===== src/rtl/riscv_pkg.sv =====
// Shared core types for the writeback path.
//   XLEN       - datapath width
//   REG_ADDR_W - register index width
//   wb_req_t   - one pending register-file write (destination + value)
package riscv_pkg;

  localparam int unsigned XLEN       = 32;
  localparam int unsigned REG_ADDR_W = 5;

  typedef struct packed {
    logic [REG_ADDR_W-1:0] addr;
    logic [XLEN-1:0]       data;
  } wb_req_t;

endpackage


===== src/rtl/wb_fifo.sv =====
// Synchronous FIFO of writeback requests, no bypass.
//   clk_i/rst_i      - clock, synchronous active-high reset (discards contents)
//   push_i/push_data_i - enqueue request; ignored while full (even if popping)
//   pop_i/head_o     - dequeue request / current head entry
//   full_o/empty_o   - occupancy flags from registered pointers
//   count_o          - occupancy 0..DEPTH
module wb_fifo
  import riscv_pkg::*;
#(
  parameter int unsigned DEPTH = 4
) (
  input  logic                     clk_i,
  input  logic                     rst_i,
  input  logic                     push_i,
  input  wb_req_t                  push_data_i,
  input  logic                     pop_i,
  output wb_req_t                  head_o,
  output logic                     full_o,
  output logic                     empty_o,
  output logic [$clog2(DEPTH):0]   count_o
);

  localparam int unsigned PtrW = $clog2(DEPTH);

  // Pointers carry one extra wrap bit so full and empty are distinguishable.
  logic [PtrW:0] wptr_q, wptr_d;
  logic [PtrW:0] rptr_q, rptr_d;
  wb_req_t       mem_q [DEPTH];
  logic          do_push, do_pop;

  always_comb begin
    count_o = wptr_q - rptr_q;
    full_o  = (count_o == (PtrW + 1)'(DEPTH));
    empty_o = (wptr_q == rptr_q);
    do_push = push_i && !full_o;
    do_pop  = pop_i && !empty_o;
    wptr_d  = do_push ? wptr_q + 1'b1 : wptr_q;
    rptr_d  = do_pop ? rptr_q + 1'b1 : rptr_q;
    head_o  = mem_q[rptr_q[PtrW-1:0]];
  end

  always_ff @(posedge clk_i) begin
    if (rst_i) begin
      wptr_q <= '0;
      rptr_q <= '0;
    end else begin
      wptr_q <= wptr_d;
      rptr_q <= rptr_d;
    end
  end

  // Storage needs no reset: entries are only visible between the pointers.
  always_ff @(posedge clk_i) begin
    if (do_push) begin
      mem_q[wptr_q[PtrW-1:0]] <= push_data_i;
    end
  end

endmodule


===== src/rtl/wb_arbiter.sv =====
// Register-file write-port arbiter. Source A (single-cycle ALU) has fixed
// priority over source B (buffered load/mul results); B is forced after
// STARVE_LIMIT consecutive A grants while B is pending.
//   clk, rst                       - clock, synchronous active-high reset
//   a_valid/a_ready/a_addr/a_data  - source A request handshake
//   b_valid/b_ready/b_addr/b_data  - source B push into the FIFO
//   write_ctrl/write_addr/write_data - registered regfile write port (latency 1)
//   fifo_count                     - source-B FIFO occupancy
//   idle                           - FIFO empty and no write in flight
module wb_arbiter
  import riscv_pkg::*;
#(
  parameter int unsigned DEPTH        = 4,
  parameter int unsigned STARVE_LIMIT = 3
) (
  input  logic                   clk,
  input  logic                   rst,
  input  logic                   a_valid,
  output logic                   a_ready,
  input  logic [REG_ADDR_W-1:0]  a_addr,
  input  logic [XLEN-1:0]        a_data,
  input  logic                   b_valid,
  output logic                   b_ready,
  input  logic [REG_ADDR_W-1:0]  b_addr,
  input  logic [XLEN-1:0]        b_data,
  output logic                   write_ctrl,
  output logic [REG_ADDR_W-1:0]  write_addr,
  output logic [XLEN-1:0]        write_data,
  output logic [$clog2(DEPTH):0] fifo_count,
  output logic                   idle
);

  localparam int unsigned CntW = $clog2(STARVE_LIMIT + 1);

  wb_req_t               b_req, b_head, sel_req;
  logic                  fifo_full, fifo_empty, ne;
  logic                  force_b, grant_a, grant_b;
  logic [CntW-1:0]       starve_q, starve_d;
  logic                  write_ctrl_q, write_ctrl_d;
  logic [REG_ADDR_W-1:0] write_addr_q, write_addr_d;
  logic [XLEN-1:0]       write_data_q, write_data_d;

  assign b_req.addr = b_addr;
  assign b_req.data = b_data;

  wb_fifo #(
    .DEPTH (DEPTH)
  ) u_fifo (
    .clk_i       (clk),
    .rst_i       (rst),
    .push_i      (b_valid && b_ready),
    .push_data_i (b_req),
    .pop_i       (grant_b),
    .head_o      (b_head),
    .full_o      (fifo_full),
    .empty_o     (fifo_empty),
    .count_o     (fifo_count)
  );

  always_comb begin
    ne      = !fifo_empty;
    force_b = ne && (starve_q == CntW'(STARVE_LIMIT));
    grant_b = ne && (force_b || !a_valid);
    grant_a = a_valid && !force_b;
    a_ready = !rst && !force_b;
    b_ready = !rst && !fifo_full;

    // force_b implies grant_b, so the counter never passes STARVE_LIMIT.
    starve_d = starve_q;
    if (grant_b || !ne) begin
      starve_d = '0;
    end else if (grant_a) begin
      starve_d = starve_q + 1'b1;
    end

    sel_req = grant_a ? '{addr: a_addr, data: a_data} : b_head;

    // Writes to x0 are consumed but never reach the register file.
    write_ctrl_d = (grant_a || grant_b) && (sel_req.addr != '0);
    write_addr_d = write_addr_q;
    write_data_d = write_data_q;
    if (grant_a || grant_b) begin
      write_addr_d = sel_req.addr;
      write_data_d = sel_req.data;
    end
  end

  always_ff @(posedge clk) begin
    if (rst) begin
      starve_q     <= '0;
      write_ctrl_q <= 1'b0;
      write_addr_q <= '0;
      write_data_q <= '0;
    end else begin
      starve_q     <= starve_d;
      write_ctrl_q <= write_ctrl_d;
      write_addr_q <= write_addr_d;
      write_data_q <= write_data_d;
    end
  end

  assign write_ctrl = write_ctrl_q;
  assign write_addr = write_addr_q;
  assign write_data = write_data_q;
  assign idle       = fifo_empty && !write_ctrl_q;

endmodule


===== config.mk =====
export PLATFORM = sky130hd
export DESIGN_NAME = wb_arbiter
export DESIGN_NICKNAME = d
export VERILOG_FILES = /design/src/rtl/riscv_pkg.sv /design/src/rtl/wb_fifo.sv /design/src/rtl/wb_arbiter.sv
export SDC_FILE = /design/constraint.sdc
export NUM_CORES = 1
export LEC_CHECK = 0
export BUFFER_PORTS_ARGS = -buffer_cell sky130_fd_sc_hd__buf_4
export CORE_MARGIN = 3
export CORE_UTILIZATION = 50
export CTS_BUF_LIST = sky130_fd_sc_hd__clkbuf_4
export CTS_CLUSTER_SIZE = 8
export DETAILED_ROUTE_END_ITERATION = 7
export HOLD_SLACK_MARGIN = 0.1
export PLACE_DENSITY = 0.71
export SYNTH_ARGS = -nofsm -noshare
export SYNTH_HDL_FRONTEND = slang
export SYNTH_SLANG_ARGS = --single-unit

===== constraint.sdc =====
create_clock -name clk -period 3.85 [get_ports clk]
set_input_delay 0.1925 -clock clk [delete_from_list [all_inputs] [get_ports clk]]
set_output_delay 0.1925 -clock clk [all_outputs]
set_load 0.005 [all_outputs]

==> qor.csv <==
stage,metric,value,unit
route,DR WL/cell,18.3,um
die,Initial Utilization,51.4,%
finish,Area Growth Syn to Fin,28.9,%
timing,setup total negative slack,0,ps
synth,#FFs+latches synth,196,
pwr,Lkg Pwr,0.00348,uW
route,Initial DRC Count,275,
synth,sequential share of the synthesized area,71.8,%
synth,"Avg Cell Area, Syn",16.3,sq um
grt,global-route wire length before repair,24800,um
route,DRC errors left,0,
setup_path,CP Class,reg2reg,
setup_path,Reg2Reg Capture Point,u_fifo.mem_q[2][17]$_DFFE_PP_,
place,placed cell areas,8610,sq um
cts,cts hold-fix bufs,77,
timing,final clock period utilization by the worst path,76.6,%
hold_path,HP Class,in2reg,
place,GP Congestion,0.765,
hold_path,Worst Hold Launch,b_data[5],
place,port buffer count,121,
synth,most frequent cell after synthesis,edfxtp_1,
cts,Post-CTS Setup Bufs,0,
synth,Synth top area share,59.0,%
synth,Synth area leaders,"edfxtp_1, dfxtp_1, mux4_2, a311oi_1, nand2_1",
cts,cts bufs inserted,17,
finish,design area,9710,sq um
cts,clk_lat worst skew,540,ps
finish,Reg area,5410,sq um
status,status,completed,
route,DR pass1 iterations,5,
cts,CTS tree,built,
synth,Post-synth EDFFs,148,
die,die width,129,um
synth,Mapped Area,7530,sq um
die,die height,129,um
timing,relative slew slack,35.5,%
synth,"Net Count, Synth",548,
timing,hold slack,387,ps
finish,layout cells sized above 1,30.9,%
die,I/O pin count,122,
cts,root buf cell,clkbuf_4,
pwr,Cell Pwr Density,554,nW/um^2
timing,Final Hold Viols,0,
cts,cts repair resizes,0,
route,final WL,15600,um
grt,vias in the first global route,4740,
setup_path,path depth of the worst reg2reg path,7,
timing,RSZ-0062 raised after global routing,no,
cts,CTS Buffer Depth,2,
grt,initial antenna violation count,2,
finish,Fill cells,1006,
synth,leading area contributor after synthesis,edfxtp_1,
synth,Synth async-reset ratio,0,%
grt,grt ovf,0,
die,core footprint,14600,sq um
timing,worst slew pin tran,967,ps
finish,multi-input logic area,1990,sq um
die,row count,44,
setup_path,register-to-register setup slack,900,ps
die,die area,16600,sq um
setup_path,Setup crit end kind,register,
setup_path,reg2reg start,u_fifo.wptr_q[0]$_SDFFE_PP0P_,
route,DRT antenna net count,0,
route,vias,4599,
synth,post-synthesis instance total,461,
synth,Post-synth top cells,"edfxtp_1, nand2_1, nor2_1, dfxtp_1, mux4_2",
synth,Netlist cell types,31,
setup_path,critical path launch point type,register,
timing,Fmax,339,MHz
pwr,VDD IR max,0.000306,V
timing,final setup vio count,0,
finish,nets@finish,744,
setup_path,Worst Path Arrival,3130,ps
cts,Worst-path clk slew,150,ps
flow_run,max-capacitance violation count,0,
setup_path,Worst EP required,4040,ps
grt,pin count of the biggest net entering global routing,49,
timing,fin. max-slew vios,0,
synth,Synthesis Warnings,0,
route,DR vias/cell,5.37,
grt,Total GRT Usage,19.6,%
cts,H-tree levels,4,
hold_path,Hold EP,u_fifo.mem_q[3][5]$_DFFE_PP_,
timing,clk_skew,19.0,ps
hold_path,hold depth,2,
place,hpwl dp,9500,um
cts,CTS sink cnt,196,
timing,fin crit period,2950,ps
setup_path,Crit Path Max Fanout,37,
synth,Post-synth top flop,edfxtp_1,
final cells by class:
class	count	share of cell area (%)
Antenna cell	2	0.0516
Clock buffer	18	1.39
Clock inverter	14	1.92
Inverter	7	0.271
Multi-Input combinational cell	230	20.5
Sequential cell	196	55.7
Tap cell	184	2.37
Timing Repair Buffer	205	17.8
how the worst max path moves through the flow:
| stage | from | end | cells after the start |
|---|---|---|---|
| 3_5_place_dp | u_fifo.wptr_q[0]$_SDFFE_PP0P_ | u_fifo.mem_q[2][19]$_DFFE_PP_ | 7 |
| 2_1_floorplan | u_fifo.wptr_q[0]$_SDFFE_PP0P_ | u_fifo.mem_q[0][0]$_DFFE_PP_ | 6 |
| 6_report | u_fifo.wptr_q[0]$_SDFFE_PP0P_ | u_fifo.mem_q[2][17]$_DFFE_PP_ | 7 |
| 5_1_grt | u_fifo.wptr_q[0]$_SDFFE_PP0P_ | a_ready | 5 |
| 3_3_place_gp | u_fifo.wptr_q[0]$_SDFFE_PP0P_ | u_fifo.mem_q[0][19]$_DFFE_PP_ | 7 |
| 4_1_cts | u_fifo.wptr_q[0]$_SDFFE_PP0P_ | a_ready | 5 |
metrics by stage:
step / total power [uW] / instances / setup WS [ps] / utilization, %
2_1_floorplan: 3630 / 461 / 796 / -
3_3_place_gp: 4170 / 745 / 1060 / 58.8
3_5_place_dp: 4210 / 745 / 971 / 58.8
4_1_cts: 5420 / 854 / 842 / 66.3
5_1_grt: 5670 / 856 / 708 / 66.3
6_report: 5380 / 856 / 902 / 66.3
critical path, cell delays in order, from the launching register on:
cell and delay, ps:
dfxtp_1 430, inv_1 110, ha_1 210, fa_1 370
xor3_2 290, a311oi_4 460, and2_2 220, buf_4 490
kinds of logic (layout without fill, tap and decap cells):
| kind of cell | Yosys count | in the layout | share of synthesized area (%) |
|---|---|---|---|
| AOI/OAI and AO/OA | 41 | 41 | 4.88 |
| xor gates and xnor gates | 6 | 6 | 0.914 |
| adders and majority gates | 9 | 9 | 1.59 |
| buffers and inverters | 35 | 244 | 2.08 |
| DFF | 196 | 196 | 71.8 |
| muxes | 42 | 42 | 11.8 |
| other | 0 | 2 | 0 |
| and+or+nand+nor | 132 | 132 | 6.98 |
routing by layer:
metal | vias up | global-route usage (%) | routed length [um] | part of all wire, %
li1 | 2160 | - | - | -
met1 | 2282 | 24.9 | 6410 | 41
met2 | 131 | 33.4 | 8290 | 53
met3 | 26 | 3.24 | 604 | 3.9
met4 | 0 | 8.71 | 327 | 2.1
met5 | - | 0 | 0 | 0
flip-flops by register name, summed over array words and instances, names as in the netlist, named ones only:
signal / count
u_fifo.mem_q: 148
write_addr: 5
u_fifo.wptr_q: 3
write_data: 32
u_fifo.rptr_q: 3
write_ctrl: 1
starve_q: 2
cell usage in the layout (no fill, tap or decap), types with 7 or more instances in the layout:
cell type,instances
a311oi_1,32
buf_4,128
clkbuf_4,18
dfxtp_1,46
dlygate4sd3_1,77
edfxtp_1,148
ha_1,8
inv_1,7
mux4_2,37
nand2_1,66
nor2_1,52
power breakdown:
| part | total [uW] | internal [uW] | switching [uW] |
|---|---|---|---|
| logic | 1550 | 745 | 806 |
| registers | 2660 | 2490 | 165 |
| clock network | 1170 | 519 | 646 |
| total | 5380 | 3760 | 1620 |
No activity file was read; power rests on OpenSTA's default activity.
